$ cat src/rtl/seq_div_unit.sv
// ---------------------------------------------------------------------------
// seq_div_unit
//   Multi-cycle signed divider serving the MIPS DIV instruction.
//   Dividend a comes from register A and divisor b from register B.
//   The quotient is driven on lo and the remainder on hi.
//   Division is restoring division on magnitudes, one quotient bit per clock.
//   A final cycle applies the signs.
//   A zero divisor is flagged on div_zero without running the datapath.
//
// Ports
//   clock     in   1      system clock, rising edge
//   reset     in   1      asynchronous active-low reset
//   start     in   1      one-cycle request; a/b sampled on the same edge
//   a         in   WIDTH  dividend, two's complement
//   b         in   WIDTH  divisor, two's complement
//   hi        out  WIDTH  remainder (sign of dividend), registered
//   lo        out  WIDTH  quotient (truncated toward zero), registered
//   div_zero  out  1      divisor was zero on the last accepted start
//   busy      out  1      operation in progress, through the done cycle
//   done      out  1      one-cycle pulse: hi/lo/div_zero are final
// ---------------------------------------------------------------------------
module seq_div_unit #(
  parameter int WIDTH = 32
) (
  input  logic             clock,
  input  logic             reset,
  input  logic             start,
  input  logic [WIDTH-1:0] a,
  input  logic [WIDTH-1:0] b,
  output logic [WIDTH-1:0] hi,
  output logic [WIDTH-1:0] lo,
  output logic             div_zero,
  output logic             busy,
  output logic             done
);

  localparam int CNT_W = $clog2(WIDTH);

  typedef enum logic [1:0] {IDLE, CALC, FIX, DONE} state_t;

  state_t state, state_next;

  logic [WIDTH-1:0] rem;
  logic [WIDTH-1:0] quo;
  logic [WIDTH-1:0] dmag;
  logic [CNT_W-1:0] count;
  logic             sign_q;
  logic             sign_r;

  // Magnitude of a two's complement value, as an unsigned WIDTH-bit number.
  // The most-negative value maps onto itself, which is its correct magnitude.
  function automatic logic [WIDTH-1:0] mag(input logic signed [WIDTH-1:0] v);
    return v[WIDTH-1] ? WIDTH'(-v) : WIDTH'(v);
  endfunction

  function automatic logic [WIDTH-1:0] cond_neg(input logic [WIDTH-1:0] v,
                                                input logic neg);
    return neg ? WIDTH'(-v) : v;
  endfunction

  // done is registered one edge after the DONE state, so busy covers that
  // cycle too; a start arriving with the done pulse is therefore ignored.
  logic accept;
  assign busy   = (state != IDLE) || done;
  assign accept = start && !busy;

  // Restoring step. The shifted partial remainder is WIDTH+1 bits wide.
  // Its top bit set means it already exceeds any WIDTH-bit divisor.
  // Otherwise the low WIDTH bits are compared directly. Either way the
  // difference is below 2^WIDTH, so WIDTH bits of it suffice.
  logic [WIDTH:0]   rem_sh;
  logic             ge;
  logic [WIDTH-1:0] diff;
  assign rem_sh = {rem, quo[WIDTH-1]};
  assign ge     = rem_sh[WIDTH] || (rem_sh[WIDTH-1:0] >= dmag);
  assign diff   = rem_sh[WIDTH-1:0] - dmag;

  always_ff @(posedge clock or negedge reset) begin
    if (!reset) state <= IDLE;
    else        state <= state_next;
  end

  always_comb begin
    state_next = state;
    case (state)
      IDLE: if (accept) state_next = (b == '0) ? DONE : CALC;
      CALC: if (count == CNT_W'(WIDTH-1)) state_next = FIX;
      FIX:  state_next = DONE;
      DONE: state_next = IDLE;
      default: state_next = IDLE;
    endcase
  end

  always_ff @(posedge clock or negedge reset) begin
    if (!reset) begin
      hi       <= '0;
      lo       <= '0;
      div_zero <= 1'b0;
      done     <= 1'b0;
      rem      <= '0;
      quo      <= '0;
      dmag     <= '0;
      count    <= '0;
      sign_q   <= 1'b0;
      sign_r   <= 1'b0;
    end else begin
      done <= (state == DONE);
      case (state)
        IDLE: begin
          if (accept) begin
            if (b == '0) begin
              div_zero <= 1'b1;
            end else begin
              div_zero <= 1'b0;
              dmag     <= mag(b);
              quo      <= mag(a);
              rem      <= '0;
              count    <= '0;
              sign_q   <= a[WIDTH-1] ^ b[WIDTH-1];
              sign_r   <= a[WIDTH-1];
            end
          end
        end
        CALC: begin
          rem   <= ge ? diff : rem_sh[WIDTH-1:0];
          quo   <= {quo[WIDTH-2:0], ge};
          count <= count + 1'b1;
        end
        FIX: begin
          lo <= cond_neg(quo, sign_q);
          hi <= cond_neg(rem, sign_r);
        end
        default: ;
      endcase
    end
  end

endmodule

$ cat config.mk
export PLATFORM = sky130hd
export DESIGN_NAME = seq_div_unit
export DESIGN_NICKNAME = d
export VERILOG_FILES = /design/src/rtl/seq_div_unit.sv
export SDC_FILE = /design/constraint.sdc
export NUM_CORES = 1
export LEC_CHECK = 0
export BUFFER_PORTS_ARGS = -buffer_cell sky130_fd_sc_hd__buf_2
export CAP_MARGIN = 20
export CORE_MARGIN = 4
export CORE_UTILIZATION = 55
export CTS_CLUSTER_DIAMETER = 150
export DETAILED_ROUTE_END_ITERATION = 16
export PLACE_DENSITY_LB_ADDON = 0.15
export REMOVE_ABC_BUFFERS = 1
export SLEW_MARGIN = 20
export SYNTH_ARGS = -nofsm -noshare
export SYNTH_HDL_FRONTEND = slang
export SYNTH_SLANG_ARGS = --single-unit
$ cat constraint.sdc
create_clock -name clock -period 7.58 [get_ports clock]
set_input_delay 1.895 -clock clock [delete_from_list [all_inputs] [get_ports clock]]
set_output_delay 1.895 -clock clock [all_outputs]
set_load 0.02 [all_outputs]
# After elaboration in Yosys (flattened, before gate mapping)
# Cells that the tools add are included.
# classes
add_sub_neg	6
magnitude_cmp	1
eq_ne	7
mux	19
bitwise_logic	2
reduce_logical	12
# op_table
op	n
$mux W32	9
$neg A32 Y32	4
$pmux W32 S2	2
$ge A32 B32 Y1	1
$logic_not A32 Y1	1
$sub A32 B32 Y32	1
$mux W5	2
$pmux W5 S2	1
$pmux W2 S4	1
$mux W2	3
$ne A2 B2 Y1 const B	3
$reduce_and A3 Y1	2
$add A5 B1 Y5 const B	1
$eq A5 B5 Y1 const B	1
$eq A2 B2 Y1 const B	2
$reduce_and A2 Y1	2
$reduce_bool A2 Y1	2
$eq A2 B1 Y1 const B	1
$logic_not A2 Y1	1
$logic_or A1 B1 Y1	2
$logic_and A1 B1 Y1	1
$logic_not A1 Y1	1
$mux W1	1
$not A1 Y1	1
$xor A1 B1 Y1	1
# totals
regBits	171
inputBits	67
wordCells	58

# Logic depth before layout (Yosys ltp)
# logic_depth
word_depth	6
ltp_mapped	15
depth_no_buf	12

# Worst setup path after synthesis
# Ideal clock, no wire load.
# synth_path
path_kind	input port to flip-flop
startpoint	input b[18]
endpoint	register quo[8]
setup_time_ns	0.126
arrival_ns	4.457
t_required_ns	7.454
slack_ns	2.997
path_stages	9
path_cell_list	or4_4 -> or3_4 -> or4_1 -> or3_4 -> o31ai_4 -> and2_4 -> nor2_2 -> buf_6 -> a221o_1
# synth_between
elab_chain_len	3
# synth_rtl
item	line_no	source
from (decl)	29	input logic [WIDTH-1:0] b,
$logic_not A32 Y1	111	if (b == '0) begin
$ne A2 B2 Y1 (no line)	-	
$reduce_and A3 Y1 (no line)	-	
to (signal assigned)	116	quo <= mag(a);
to (signal assigned)	126	quo <= {quo[WIDTH-2:0], ge};
to (decl)	44	logic [WIDTH-1:0] quo;
# Every way passes these cells.
# A chain may end at the register's enable or synchronous reset.

# Worst setup path after layout
# layout_path
startpoint	input b[18]
endpoint	register quo[31]
# Same word-level chain as after synthesis.

==> impl_metrics.yaml <==
logic_synthesis:
  syn_avg_cell_area_um2: 8.681
  ys_ff_latch: 171
  synthArstFlopShare_pct: 100.0
  yosysWarnings: 0
  synth_edf_count: 0
  ys_types: 71
  synth_compound_area_share_pct: 20.93
  yosysSeqAreaShare_pct: 37.97
  synth_fa_ha_area_share_pct: 4.841
  synth_ff_type: "dfrtp_1"
  synth_xor_area_share_pct: 11.11
  synth_top_family_by_area: "compound AO/OA/AOI/OAI gates"
  muxShareOfSynthArea_pct: 4.719
  syn-instance-count: 1298
  synth_area_mm2: 0.01127
  yosys.area_share.simple_pct: 15.90
worst_setup_path:
  worstSetupPathType: "input pin to register"
  slowest_delay_ns: 0.75
  critPathLaunch: "b[18]"
  cpMostUsedCell: "or3_4"
  rr_startpoint: "rem[2]$_DFFE_PN0P_"
  r2r-end: "rem[31]$_DFFE_PN0P_"
  crit_fanout: 40
  r2r_cells: 11
  critPathLaunchType: "input pin"
  cp_cell_sequence: "buf_2 > or4_4 > or3_4 > or4_1 > or3_4 > o31ai_4 > o21a_2 > buf_4 > a211oi_1 > a21oi_1"
  cp_data_arrival_time_ns: 5.95
  worst_setup_path_end_kind: "register"
  r2r_setup_slack_ns: 2.90
  cp.required_ns: 7.93
  slowest_stage: "o21a_2"
pwr:
  vdd_drop_max_v: 0.0002091
  leakagePower_nw: 5.620
  power_frac_seq_pct: 29.3
  switching_power_mw: 2.858
  p_int_mw: 3.182
  pwr-share-comb_pct: 57.2
  p_total_mw: 6.039
  swShare_pct: 47.32
  power_density_mw_per_mm2: 479.9
  clock_power_share_pct: 13.5
clock_network:
  cts_setup_buffers: 0
  numCtsBuffers: 17
  cts-htree-levels: 4
  clkTransAtPathRegs_ns: 0.07
  cts_tree: "done"
  worstSkewPairLatency_ns: 0.43
  cts.sinks: 171
  cts_root_buf: "clkbuf_16"
  cts_hold_buffers: 0
  clock_path_buffers: 2
  post_cts_resize_count: 0
floorplanning:
  die_w_um: 151.1
  core_mm2: 0.02017
  rows: 52
  boundaryPins: 134
  initial_core_util_pct: 55.87
  dieHeight_um: 151.1
  die_area_mm2: 0.02284
sta:
  hold_viol_final: 0
  max_freq_mhz: 178.6
  grt_setup_unrepaired: "no"
  period_needed_ns: 5.599
  max_slew.worst_pin.slew_ns: 1.113
  finClkSkew_ns: 0.01372
  slew_violations: 0
  period_share_pct: 73.87
  setup_violations: 0
  tns_ns: 0
  slew_headroom_pct: 25.83
finish:
  final_core_util_pct: 62.39
  area_delta_synth_final_pct: 11.67
  antenna_cells: 0
  fin_cells: 1670
  layout-drive-gt1-share_pct: 14.93
  final_nets: 1498
detailed_routing:
  dr.pass1.iters: 6
  drc_errors: 0
  wire_per_inst_um: 16.82
  drt_first_iter_violations: 566
  final_antenna_net_count: 0
  via_count: 9717
  drt_wl_total_um: 28090
  routed_via_density: 5.819
global_route:
  track_usage_pct: 25.13
  grt_max_degree: 89
  overflow: 0
  grt_pass1_vias: 9165
  grt_pass1_wl_um: 46310
  antenna_found_initial: 0
place:
  io_buffers: 133
  place.gp.congestion: 0.8761
  dpl.hpwl_um: 20290
  dp_cells: 1639
min_path:
  min_path_cells: 2
  min-delay-start: "count[4]$_DFFE_PN0P_"
  hold_path_class: "register to register"
  min_to: "count[4]$_DFFE_PN0P_"
outcome:
  outcome: "complete, no violations"
run:
  cap_violations: 0
layout by cell type, fill, tap and decap left out, drive strengths merged, types with 6 or more instances in the layout:
master / instances
dfrtp: 171
buf: 142
nand2: 135
a21oi: 122
nor2: 121
o21ai: 118
xor2: 89
inv: 55
xnor2: 54
ha: 42
o31ai: 36
mux2i: 34
o41ai: 23
clkbuf: 23
or4: 21
nor3: 18
nand3: 17
mux2: 17
nor4: 13
o21a: 12
a21o: 11
or3: 11
nand4: 10
nor2b: 10
or2: 9
a211oi: 8
a221o: 7
o21bai: 6
and2: 6
layout make-up:
cell class | count | area [µm²]
flip-flops and latches | 171 | 4279
inverters | 53 | 198.9
multi-input cells | 1003 | 6496
repair buffers | 142 | 739.5
clock buffers | 23 | 467.9
fillers | 1791 | 7586
clock inverters | 8 | 63.81
well taps | 270 | 337.8
worst max-delay path by stage:
stage	endpoint	slack [ns]	cells past startpoint
2_1_floorplan	quo[14]$_DFFE_PN0P_	0.80	7
3_3_place_gp	rem[31]$_DFFE_PN0P_	1.50	10
3_5_place_dp	rem[31]$_DFFE_PN0P_	1.37	10
4_1_cts	rem[31]$_DFFE_PN0P_	1.82	10
5_1_grt	quo[24]$_DFFE_PN0P_	1.76	9
6_report	quo[31]$_DFFE_PN0P_	1.98	10
metrics by stage:
stage               area, µm²  hold WS, ns  setup WS, ns
floorplan               10960       0.4453        0.8044
global placement        12050       0.4610         1.501
detailed placement      12050       0.4717         1.372
CTS                     12580       0.4859         1.818
global route            12580       0.5023         1.761
finish                  12580       0.4783         1.981
registers in the layout (all words and copies together), names as in the netlist:
signal and flops:
dmag 32, hi 32, lo 32, quo 32
rem 32, count 5, state 2, div_zero 1
done 1, sign_q 1, sign_r 1
per-layer routing:
metal	vias to the layer above	track usage (%)	part of all wire, %
met4	0	8.704	2.4
met1	4654	35.45	46
met3	49	3.142	3.8
met2	204	40.14	47
li1	4810	-	-
met5	-	0	0
cell families after synthesis:
family | after synthesis
buf+inv | 124
fa+ha+maj | 43
compound gates | 382
flops | 171
mux | 51
simple gates | 384
xor+xnor | 143
power groups by stage:
| stage | Combinational [mW] | Clock [mW] | Sequential [mW] |
|---|---|---|---|
| floorplan | 2.38 | 0 | 1.91 |
| detailed placement | 3.44 | 0 | 1.78 |
| global placement | 3.39 | 0 | 1.76 |
| CTS | 3.47 | 0.830 | 1.77 |
| finish | 3.46 | 0.813 | 1.77 |
| global route | 3.86 | 0.868 | 1.84 |
synthesized netlist by cell type (4+ instances only):
master / number / area (µm²)
mux2_2: 17 / 191.4
clkbuf_1: 43 / 161.4
buf_1: 4 / 15.01
o21ai_0: 116 / 580.6
and3_1: 4 / 25.02
ha_1: 42 / 525.5
nand2b_1: 4 / 25.02
xor2_1: 89 / 779.5
a31oi_1: 5 / 31.28
buf_2: 18 / 90.09
a22oi_1: 5 / 37.54
a21o_1: 11 / 82.58
a211oi_1: 8 / 60.06
nor2b_1: 10 / 62.56
or3_1: 9 / 56.30
o21bai_1: 6 / 45.04
nor3_1: 18 / 90.09
and2_1: 5 / 31.28
a21oi_1: 122 / 610.6
nand4_1: 10 / 62.56
nand2_1: 135 / 506.7
or4_1: 20 / 150.1
a221o_1: 7 / 70.07
or2_2: 7 / 43.79
nand3_1: 17 / 85.08
o41ai_1: 23 / 201.4
o21a_1: 12 / 90.09
nor2_1: 120 / 450.4
xnor2_1: 54 / 473.0
dfrtp_1: 171 / 4279
o31ai_1: 35 / 262.8
inv_1: 52 / 195.2
mux2i_1: 34 / 340.3
nor4_1: 12 / 75.07
worst max-delay path, delay by kind of cell:
family                 cells  cell delay [ns]
AO/OA/AOI/OAI              4             1.64
buffers and inverters      2             0.58
AND/OR/NAND/NOR            4             1.83
(Power assumes the default switching activity.)
